**config.mk**
```make
export PLATFORM = sky130hd
export DESIGN_NAME = crc8_tx_framer_flat
export DESIGN_NICKNAME = d
export VERILOG_FILES = /design/src/rtl/crc8_tx_framer_if.sv /design/src/rtl/crc8_tx_framer.sv /design/src/flat_wrapper.sv
export SDC_FILE = /design/constraint.sdc
export NUM_CORES = 1
export LEC_CHECK = 0
export ABC_AREA = 1
export CAP_MARGIN = 20
export CORE_ASPECT_RATIO = 0.75
export CORE_UTILIZATION = 50
export DETAILED_ROUTE_END_ITERATION = 12
export HOLD_SLACK_MARGIN = 0.06
export PLACE_DENSITY_LB_ADDON = 0.25
export SYNTH_ARGS = -nofsm -noshare
export SYNTH_HDL_FRONTEND = slang
export SYNTH_SLANG_ARGS = --single-unit
```
**constraint.sdc**
```tcl
create_clock -name clk -period 4.5 [get_ports clk]
set_clock_uncertainty 0.15 [all_clocks]
set_input_delay 0.675 -clock clk [delete_from_list [all_inputs] [get_ports clk]]
set_output_delay 0.675 -clock clk [all_outputs]
set_load 0.03 [all_outputs]
```
**src/rtl/crc8_tx_framer_if.sv**
```systemverilog
// Payload stream, framed output stream, CRC-engine handshake and error pulses
// of crc8_tx_framer. The framer uses the master view, its environment the slave view.
interface crc8_tx_framer_if;
    logic [7:0] s_data;
    logic       s_valid;
    logic       s_last;
    logic       s_ready;
    logic [7:0] m_data;
    logic       m_valid;
    logic       m_last;
    logic       m_ready;
    logic [7:0] crc_in;
    logic       crc_enable;
    logic       crc_clr;
    logic [7:0] crc_out;
    logic       crc_complete;
    logic       err_timeout;
    logic       err_overlen;

    modport master (
        input  s_data, s_valid, s_last, m_ready, crc_out, crc_complete,
        output s_ready, m_data, m_valid, m_last, crc_in, crc_enable, crc_clr,
               err_timeout, err_overlen
    );

    modport slave (
        output s_data, s_valid, s_last, m_ready, crc_out, crc_complete,
        input  s_ready, m_data, m_valid, m_last, crc_in, crc_enable, crc_clr,
               err_timeout, err_overlen
    );
endinterface

```
**src/rtl/crc8_tx_framer.sv**
```systemverilog
// Transmit framer: SOF byte, payload bytes fed one at a time through an external
// CRC-8 engine, then the engine result as trailer. Recovers from engine timeout and over-length.
module crc8_tx_framer #(
    parameter logic [7:0] SOF     = 8'h7E,
    parameter int         MAX_LEN = 255,
    parameter int         TIMEOUT = 64
) (
    input  logic             clk,
    input  logic             rst,
    crc8_tx_framer_if.master bus
);
    localparam int             TW      = $clog2(TIMEOUT);
    localparam logic [TW-1:0]  TLIM    = TW'(TIMEOUT - 1);
    localparam logic [8:0]     LEN_LIM = 9'(MAX_LEN);

    typedef enum logic [2:0] {
        S_IDLE, S_CLR, S_SOF, S_FEED, S_PULSE, S_WAIT, S_SEND, S_TRAIL
    } state_t;

    state_t        r_state;
    state_t        w_next;
    logic [7:0]    r_hold;
    logic [7:0]    r_latch;
    logic [7:0]    r_cnt;
    logic [TW-1:0] r_tcnt;
    logic          r_last_flag;
    logic          r_overlen_flag;
    logic          r_err_timeout;
    logic          r_err_overlen;

    logic          w_s_ready;
    logic          w_m_valid;
    logic          w_m_last;
    logic [7:0]    w_m_data;
    logic          w_crc_enable;
    logic          w_crc_clr;
    logic [8:0]    w_cnt_inc;
    logic          w_at_max;
    logic          w_tmo;

    assign w_cnt_inc = {1'b0, r_cnt} + 9'd1;
    assign w_at_max  = (w_cnt_inc == LEN_LIM);
    assign w_tmo     = (r_tcnt == TLIM);

    // Outputs depend on state and registers only; inputs only steer transitions.
    always_comb begin
        w_next       = r_state;
        w_s_ready    = 1'b0;
        w_m_valid    = 1'b0;
        w_m_last     = 1'b0;
        w_m_data     = 8'h00;
        w_crc_enable = 1'b0;
        w_crc_clr    = 1'b0;
        case (r_state)
            S_IDLE: begin
                if (bus.s_valid) w_next = S_CLR;
            end
            S_CLR: begin
                w_crc_clr = 1'b1;
                w_next    = S_SOF;
            end
            S_SOF: begin
                w_m_valid = 1'b1;
                w_m_data  = SOF;
                if (bus.m_ready) w_next = S_FEED;
            end
            S_FEED: begin
                w_s_ready = 1'b1;
                if (bus.s_valid) w_next = S_PULSE;
            end
            S_PULSE: begin
                w_crc_enable = 1'b1;
                w_next       = S_WAIT;
            end
            S_WAIT: begin
                if (bus.crc_complete) w_next = S_SEND;
                else if (w_tmo)       w_next = S_IDLE;
            end
            S_SEND: begin
                w_m_valid = 1'b1;
                w_m_data  = r_hold;
                if (bus.m_ready) w_next = r_last_flag ? S_TRAIL : S_FEED;
            end
            S_TRAIL: begin
                w_m_valid = 1'b1;
                w_m_last  = 1'b1;
                w_m_data  = r_latch;
                if (bus.m_ready) w_next = S_IDLE;
            end
            default: w_next = S_IDLE;
        endcase
    end

    always_ff @(posedge clk) begin
        if (rst) begin
            r_state        <= S_IDLE;
            r_hold         <= 8'h00;
            r_latch        <= 8'h00;
            r_cnt          <= 8'h00;
            r_tcnt         <= '0;
            r_last_flag    <= 1'b0;
            r_overlen_flag <= 1'b0;
            r_err_timeout  <= 1'b0;
            r_err_overlen  <= 1'b0;
        end else begin
            r_state       <= w_next;
            r_err_timeout <= 1'b0;
            r_err_overlen <= 1'b0;
            case (r_state)
                S_CLR: r_cnt <= 8'h00;
                S_FEED: begin
                    if (bus.s_valid) begin
                        r_hold         <= bus.s_data;
                        // Reaching the length limit closes the frame even without s_last.
                        r_last_flag    <= bus.s_last | w_at_max;
                        r_overlen_flag <= w_at_max & ~bus.s_last;
                        r_cnt          <= w_cnt_inc[7:0];
                    end
                end
                S_PULSE: r_tcnt <= '0;
                S_WAIT: begin
                    if (bus.crc_complete) r_latch       <= bus.crc_out;
                    else if (w_tmo)       r_err_timeout <= 1'b1;
                    else                  r_tcnt        <= r_tcnt + 1'b1;
                end
                S_TRAIL: begin
                    if (bus.m_ready && r_overlen_flag) r_err_overlen <= 1'b1;
                end
                default: ;
            endcase
        end
    end

    assign bus.s_ready     = w_s_ready;
    assign bus.m_valid     = w_m_valid;
    assign bus.m_last      = w_m_last;
    assign bus.m_data      = w_m_data;
    assign bus.crc_enable  = w_crc_enable;
    assign bus.crc_clr     = w_crc_clr;
    assign bus.crc_in      = r_hold;
    assign bus.err_timeout = r_err_timeout;
    assign bus.err_overlen = r_err_overlen;
endmodule

```
**src/flat_wrapper.sv**
```systemverilog
// flat-port wrapper written by rule: the top's interface ports become plain ports
module crc8_tx_framer_flat 
#(
    parameter logic [7:0] SOF     = 8'h7E,
    parameter int         MAX_LEN = 255,
    parameter int         TIMEOUT = 64
)
  (clk, rst, bus_s_data, bus_s_valid, bus_s_last, bus_m_ready, bus_crc_out, bus_crc_complete, bus_s_ready, bus_m_data, bus_m_valid, bus_m_last, bus_crc_in, bus_crc_enable, bus_crc_clr, bus_err_timeout, bus_err_overlen);
  crc8_tx_framer_if bus_i ();
  input  logic clk;
  input  logic rst;
  input wire logic [$bits(bus_i.s_data)-1:0] bus_s_data;
  input wire logic [$bits(bus_i.s_valid)-1:0] bus_s_valid;
  input wire logic [$bits(bus_i.s_last)-1:0] bus_s_last;
  input wire logic [$bits(bus_i.m_ready)-1:0] bus_m_ready;
  input wire logic [$bits(bus_i.crc_out)-1:0] bus_crc_out;
  input wire logic [$bits(bus_i.crc_complete)-1:0] bus_crc_complete;
  output wire logic [$bits(bus_i.s_ready)-1:0] bus_s_ready;
  output wire logic [$bits(bus_i.m_data)-1:0] bus_m_data;
  output wire logic [$bits(bus_i.m_valid)-1:0] bus_m_valid;
  output wire logic [$bits(bus_i.m_last)-1:0] bus_m_last;
  output wire logic [$bits(bus_i.crc_in)-1:0] bus_crc_in;
  output wire logic [$bits(bus_i.crc_enable)-1:0] bus_crc_enable;
  output wire logic [$bits(bus_i.crc_clr)-1:0] bus_crc_clr;
  output wire logic [$bits(bus_i.err_timeout)-1:0] bus_err_timeout;
  output wire logic [$bits(bus_i.err_overlen)-1:0] bus_err_overlen;
  assign bus_i.s_data = bus_s_data;
  assign bus_i.s_valid = bus_s_valid;
  assign bus_i.s_last = bus_s_last;
  assign bus_i.m_ready = bus_m_ready;
  assign bus_i.crc_out = bus_crc_out;
  assign bus_i.crc_complete = bus_crc_complete;
  assign bus_s_ready = bus_i.s_ready;
  assign bus_m_data = bus_i.m_data;
  assign bus_m_valid = bus_i.m_valid;
  assign bus_m_last = bus_i.m_last;
  assign bus_crc_in = bus_i.crc_in;
  assign bus_crc_enable = bus_i.crc_enable;
  assign bus_crc_clr = bus_i.crc_clr;
  assign bus_err_timeout = bus_i.err_timeout;
  assign bus_err_overlen = bus_i.err_overlen;
  crc8_tx_framer #(.SOF(SOF), .MAX_LEN(MAX_LEN), .TIMEOUT(TIMEOUT)) u_core (.clk(clk), .rst(rst), .bus(bus_i));
endmodule
```
==> results of run 1 <==
## state kept, by name, summed over array words and instances, names as in the netlist
name	count
u_core.r_latch	8
u_core.r_overlen_flag	1
u_core.r_state	3
u_core.r_last_flag	1
u_core.r_cnt	8
u_core.bus.err_overlen	1
u_core.bus.crc_in	8
u_core.r_tcnt	6
u_core.bus.err_timeout	1
## cells in the final DEF (no fill, tap or decap), drive strengths merged
cell type,count
nand2,57
clkdlybuf4s50,44
inv,44
dfxtp,37
a21oi,30
nor2,28
nand3,22
o21ai,21
o221ai,6
clkbuf,6
o21bai,3
ha,3
o22ai,2
or2,2
nand4,2
xor2,2
clkinv,2
xnor2,1
nor4,1
## where the power goes
group,internal [mW],total (mW),switching [mW]
logic,0.150,0.413,0.263
registers,0.360,0.401,0.0403
clock network,0.107,0.224,0.116
total,0.617,1.04,0.420
## final timing paths
check	startpoint	slack, ns	to
setup / recovery	u_core.r_state[0]$_SDFFE_PP0P_	1.50	bus_m_data[3]
hold / removal	u_core.r_overlen_flag$_SDFFE_PP0P_	0.32	u_core.bus.err_overlen$_SDFF_PP0_
setup reg to reg	u_core.r_tcnt[0]$_SDFFE_PP0P_	2.66	u_core.r_state[0]$_SDFFE_PP0P_
hold reg to reg	u_core.r_overlen_flag$_SDFFE_PP0P_	0.32	u_core.bus.err_overlen$_SDFF_PP0_
## stage by stage
step                      util, %  instance area (um2)  hold WS, ns
after global routing         70.3                 2410        0.331
final                        70.3                 2410        0.321
after global placement       67.9                 2320        0.309
after CTS                    70.3                 2410        0.322
after detailed placement     67.9                 2320        0.312
after floorplan                 -                 1860        0.279
## area by class of cell
class                      instances  share of cell area [%]
multi-input combinational        180                    38.0
timing repair buffer              44                    18.3
tap                               50                    2.60
clock inverter                     2                   0.416
clock buffer                       6                    3.01
inverter                          44                    6.86
sequential                        37                    30.8
## routing by layer
layer	part of all wire, %	wire [um]	global-route usage [%]
met5	0	0	0
met4	0.77	33	5.88
met3	6.7	287	8.47
met2	43	1870	38.6
met1	49	2120	31.8
## kinds of logic (layout without fill, tap and decap cells)
group / count (synthesis) / count (layout)
flops: 37 / 37
compound gates: 62 / 62
xor+xnor: 3 / 3
simple gates: 112 / 112
fa+ha+maj: 3 / 3
buf+inv: 51 / 96
## worst max-delay path, delay by kind of cell, from the launching register on
family / cells / cell delay (ns)
flip-flops: 1 / 0.52
AND/OR/NAND/NOR: 1 / 0.34
buffers and inverters: 1 / 0.72
AO/OA/AOI/OAI: 1 / 0.30
==> results.rst, run 1 <==
.. list-table::
   :header-rows: 1

   * - Metric
     - Value
   * - Final routed DRC violation total
     - 0
   * - 1st-iter DRT viols
     - 110
   * - Worst Path Arrival
     - 2.17 ns
   * - Summed instance area of the synthesized netlist
     - 0.00186 mm2
   * - Total setup violations reported at the end of the flow
     - 0
   * - Antenna violations before repair
     - 0
   * - Final worst-path setup slack
     - 1.50 ns
   * - Slew at the pin closest to its max-slew limit
     - 0.702 ns
   * - Vias per cell
     - 4.93
   * - Clock-pin transition on the worst setup and hold timing paths
     - 0.07 ns
   * - TritonCTS clock tree
     - built
   * - Register area share after synthesis
     - 39.8%
   * - Highest-delay cell along the critical path
     - sky130_fd_sc_hd__clkdlybuf4s50_1
   * - Cells taking the most area after synthesis
     - sky130_fd_sc_hd__dfxtp_1, sky130_fd_sc_hd__nand2_1, sky130_fd_sc_hd__a21oi_1
   * - Largest stage delay on the critical path
     - 0.72 ns
   * - Dominant synthesized flop cell
     - sky130_fd_sc_hd__dfxtp_1
   * - Sum of overflow across all layers after global routing
     - 0
   * - Vias in the first global route
     - 1576
   * - Total I/O pin count
     - 45
   * - Cell depth of the worst hold path
     - 2
   * - Design Power
     - 1.04 mW
   * - Startpoint-to-endpoint class of the critical path
     - flip-flop to primary output
   * - Biggest area consumer among synthesized cells
     - sky130_fd_sc_hd__dfxtp_1
   * - Proportion of register bits with asynchronous set or reset after synthesis
     - 0%
   * - Cell at the root of the clock tree
     - sky130_fd_sc_hd__clkbuf_8
   * - Final Non-Filler Cells
     - 363
   * - Most numerous cell in the Yosys netlist
     - sky130_fd_sc_hd__nand2_1
   * - Wire length after detailed routing
     - 4.31 mm
   * - Post-synthesis adder-cell area fraction
     - 2.02%
   * - Maximum number of buffers from clock root to sink
     - 2
   * - Status
     - complete, no violations
   * - Post-synthesis simple-gate area fraction
     - 27.4%
   * - Die ar.
     - 0.00397 mm2
   * - Maximum number of pins on one net before global-route repair
     - 27
   * - Post CTS Setup Buffer Count
     - 0
   * - Fraction of the mapped netlist area in compound gates
     - 18.4%
   * - Critical path, cell by cell
     - nand3_1 > o221ai_1 > clkdlybuf4s50_1
   * - Fin Setup TNS
     - 0 ns
   * - Initial core utilization
     - 54.3%
   * - Peak supply drop
     - 0.335 mV
   * - Final hold violation count
     - 0
   * - Number of rows created at floorplan
     - 18
   * - Vertical die dimension
     - 54.8 um
   * - Core ar.
     - 0.00342 mm2
   * - Fraction of synthesized cell area taken by the top area cell type
     - 39.8%
   * - Library cells used by synthesis
     - 26
   * - RePlAce Congestion
     - 0.862
   * - Top achievable clock speed
     - 334 MHz
   * - Min Clock Period, post-route
     - 3.00 ns
   * - Post-synth EDFFs
     - 0
   * - Fillers
     - 295
   * - Sinks on Clock Net
     - 37
   * - Net count reported at finish
     - 337
   * - Synth top cells by count
     - sky130_fd_sc_hd__nand2_1, sky130_fd_sc_hd__dfxtp_1, sky130_fd_sc_hd__inv_1
   * - Port bufs
     - 44
   * - Gates resized, CTS repair
     - 0
   * - Hold crit path type
     - flip-flop to flip-flop
   * - Largest fanout on the critical path
     - 10
   * - Horizontal extent of the die
     - 72.4 um
   * - Synth Area in XOR/XNOR
     - 1.41%
   * - Signed area change from the synthesized netlist to the final layout
     - 29.5%
   * - Multiplexer share of the synthesized area
     - 0%
   * - Post-synthesis area per instance
     - 6.94 um2
   * - Net Count, Synth
     - 293
   * - Routed len/inst
     - 11.9 um
   * - Launching element type of the critical path
     - flip-flop
   * - Cell count of the worst reg-to-reg path
     - 9
   * - Number of violations of the max-capacitance limit
     - 0
   * - Worst-case setup slack after placement
     - 1.83 ns
   * - All-Layer GR Usage
     - 24.3%
   * - Cell area power density
     - 431 mW/mm2
   * - Post-placement cell count
     - 355
   * - Number of hold buffers added after CTS
     - 0
   * - Setup repair after global routing missed its margin
     - false
   * - Global-route wire length before repair
     - 7.12 mm
   * - Placed wire-length estimate
     - 3.18 mm
   * - Kind of end point of the critical path
     - primary output
   * - Largest family of logic cells by synthesized area
     - simple AND/OR/NAND/NOR gates
   * - Flop and latch count out of synthesis
     - 37
   * - Number of buffers created by CTS
     - 5
   * - Fraction of final layout cells sized beyond drive strength 1
     - 6.39%
   * - Max Transition Viols Final
     - 0
   * - Data required time of the worst path
     - 3.67 ns
   * - Via count
     - 1790
   * - First-pass DRT Iterations
     - 4
   * - Count of nets left with antenna violations after detail routing
     - 0
   * - Leakage power total
     - 0.927 nW
   * - Post-route clock period utilization
     - 66.6%
   * - Final antenna diode count
     - 0
   * - Relative slew margins
     - 53.2%
   * - Skew-Pair Late Insertion Delay
     - 0.29 ns
   * - Multi-input gate area in the final layout
     - 916 um2
   * - Flip-flop and latch area
     - 741 um2
   * - Synthesis warning total
     - 0
   * - Number of H-tree levels
     - 2
   * - Post-Synthesis Cells
     - 268
Power figures use the tool's default switching activity.
==> run 2, diff against run 1 <==
CORE_UTILIZATION = 44   (was 50)
clock period = 2.55 ns   (was 4.5 ns; I/O delays follow)
==> run 2 against run 1 <==
  * Sequential share of layout area shrank 0.35 points
  * Clock power grew 83%
  * Via count grew 2.2%
  * Clock-buffer cell count grew 1
  * Wire length grew 2.3%
==> results.rst, run 2 (same netlist as run 1, synthesis figures left out) <==
.. list-table::
   :header-rows: 1

   * - Metric
     - Value
   * - Status
     - complete, no violations
   * - Most common library cell in the layout ignoring fill and taps
     - sky130_fd_sc_hd__nand2_1
   * - All-Layer GR Usage
     - 21.0%
   * - Commonest cells after routing, fill and taps aside
     - sky130_fd_sc_hd__nand2_1, sky130_fd_sc_hd__inv_1, sky130_fd_sc_hd__dfxtp_1
   * - Number of H-tree levels
     - 2
   * - Top achievable clock speed
     - 423 MHz
   * - Number of violations of the max-capacitance limit
     - 0
   * - Highest-delay cell along the critical path
     - sky130_fd_sc_hd__dfxtp_1
   * - Number of rows created at floorplan
     - 20
   * - Number of buffers created by CTS
     - 5
   * - Cell at the root of the clock tree
     - sky130_fd_sc_hd__clkbuf_8
   * - Wire length after detailed routing
     - 4.40 mm
   * - Skew-Pair Late Insertion Delay
     - 0.28 ns
   * - Final hold violation count
     - 0
   * - Worst Path Buf+Inv
     - 2
   * - Peak supply drop
     - 0.666 mV
   * - Count of nets left with antenna violations after detail routing
     - 0
   * - 1st-iter DRT viols
     - 106
   * - Maximum number of pins on one net before global-route repair
     - 27
   * - Vias per cell
     - 4.95
   * - Max Transition Viols Final
     - 0
   * - Initial core utilization
     - 45.9%
   * - Hold crit path type
     - flip-flop to flip-flop
   * - Core ar.
     - 0.00405 mm2
   * - Sinks on Clock Net
     - 37
   * - Min Clock Period, post-route
     - 2.36 ns
   * - Worst Path Arrival
     - 1.83 ns
   * - Port bufs
     - 44
   * - Fin Setup TNS
     - 0 ns
   * - Slew at the pin closest to its max-slew limit
     - 0.351 ns
   * - Total setup violations reported at the end of the flow
     - 0
   * - Final routed DRC violation total
     - 0
   * - Startpoint-to-endpoint class of the critical path
     - flip-flop to primary output
   * - First-pass DRT Iterations
     - 4
   * - Clock-pin transition on the worst setup and hold timing paths
     - 0.07 ns
   * - Via count
     - 1830
   * - Data required time of the worst path
     - 2.02 ns
   * - RePlAce Congestion
     - 0.878
   * - Fillers
     - 386
   * - Global-route wire length before repair
     - 7.33 mm
   * - Total I/O pin count
     - 45
   * - Placed wire-length estimate
     - 3.23 mm
   * - Setup repair after global routing missed its margin
     - false
   * - Antenna violations before repair
     - 0
   * - Vertical die dimension
     - 58.3 um
   * - Relative slew margins
     - 76.6%
   * - Final cell utilization of the core
     - 60.1%
   * - Cell area power density
     - 754 mW/mm2
   * - TritonCTS clock tree
     - built
   * - Maximum number of buffers from clock root to sink
     - 2
   * - Sum of overflow across all layers after global routing
     - 0
   * - Die ar.
     - 0.00449 mm2
   * - Vias in the first global route
     - 1538
   * - Post CTS Setup Buffer Count
     - 0
   * - Post-route clock period utilization
     - 92.7%
   * - Leakage power total
     - 0.975 nW
   * - Largest fanout on the critical path
     - 7
   * - Final antenna diode count
     - 0
   * - Largest stage delay on the critical path
     - 0.49 ns
   * - Worst path top cell family by delay
     - buffers and inverters
   * - Horizontal extent of the die
     - 77.1 um
   * - Multi-input gate area in the final layout
     - 921 um2
   * - Fraction of final layout cells sized beyond drive strength 1
     - 7.30%
   * - Kind of end point of the critical path
     - primary output
   * - Net count reported at finish
     - 340
   * - Launching element type of the critical path
     - flip-flop
   * - Routed len/inst
     - 11.9 um
   * - Critical path, cell by cell
     - inv_2 > nor2_1 > nand2_1 > o221ai_1 > dlygate4sd2_1
   * - Flip-flop and latch area
     - 741 um2
   * - Signed area change from the synthesized netlist to the final layout
     - 31.0%
## run 2: timing repair
action                                 CTS  global route
hold buffers                             0             0
endpoints found under the hold margin    0             0
setup endpoints to repair                8             0
resized for setup                        9             0
## run 2: power by group
group          internal (mW)  switching, mW  leakage [nW]  total [mW]
Combinational          0.251          0.479         0.632       0.730
Sequential             0.636         0.0597         0.299       0.696
Clock                  0.214          0.195        0.0443       0.410
## run 2: layer usage
layer  share of wire [%]  vias to the layer above  GRT usage, %  routed length, um
met4                0.89                        0          5.66                 39
met1                  53                      819          30.5               2320
li1                    -                      961             -                  -
met5                   0                        -             0                  0
met3                 5.7                        5          4.81                250
met2                  41                       45          31.6               1800
## run 2: worst min-delay path, stage by stage, from the launching register on
cell                      delay, ns
sky130_fd_sc_hd__dfxtp_1       0.32
sky130_fd_sc_hd__nand3_1       0.08
sky130_fd_sc_hd__nor2_1        0.04
## run 2: through the flow
step / hold WS [ns] / std cells / power [mW] / area, um2 / setup WS [ns]
6_report: 0.332 / 370 / 1.84 / 2430 / 0.185
2_1_floorplan: 0.279 / 268 / 1.19 / 1860 / 0.683
5_1_grt: 0.341 / 370 / 1.94 / 2430 / 0.0614
3_3_place_gp: 0.306 / 363 / 1.45 / 2350 / 0.296
3_5_place_dp: 0.319 / 363 / 1.45 / 2350 / 0.247
4_1_cts: 0.331 / 370 / 1.84 / 2430 / 0.205
## run 2: area by class of cell
class / count / area share, %
repair buffers: 47 / 18.6
clock buffers: 7 / 3.55
inverters: 44 / 6.78
well taps: 55 / 2.83
multi-input cells: 180 / 37.8
flip-flops and latches: 37 / 30.4
## run 2: path summary, 6_finish.rpt
kind	from	endpoint	slack [ns]	cells past startpoint
setup / recovery	u_core.r_state[1]$_SDFFE_PP0P_	bus_m_data[5]	0.19	5
hold / removal	u_core.r_overlen_flag$_SDFFE_PP0P_	u_core.bus.err_overlen$_SDFF_PP0_	0.33	2
setup reg to reg	u_core.r_tcnt[0]$_SDFFE_PP0P_	u_core.r_state[0]$_SDFFE_PP0P_	0.77	9
hold reg to reg	u_core.r_overlen_flag$_SDFFE_PP0P_	u_core.bus.err_overlen$_SDFF_PP0_	0.33	2
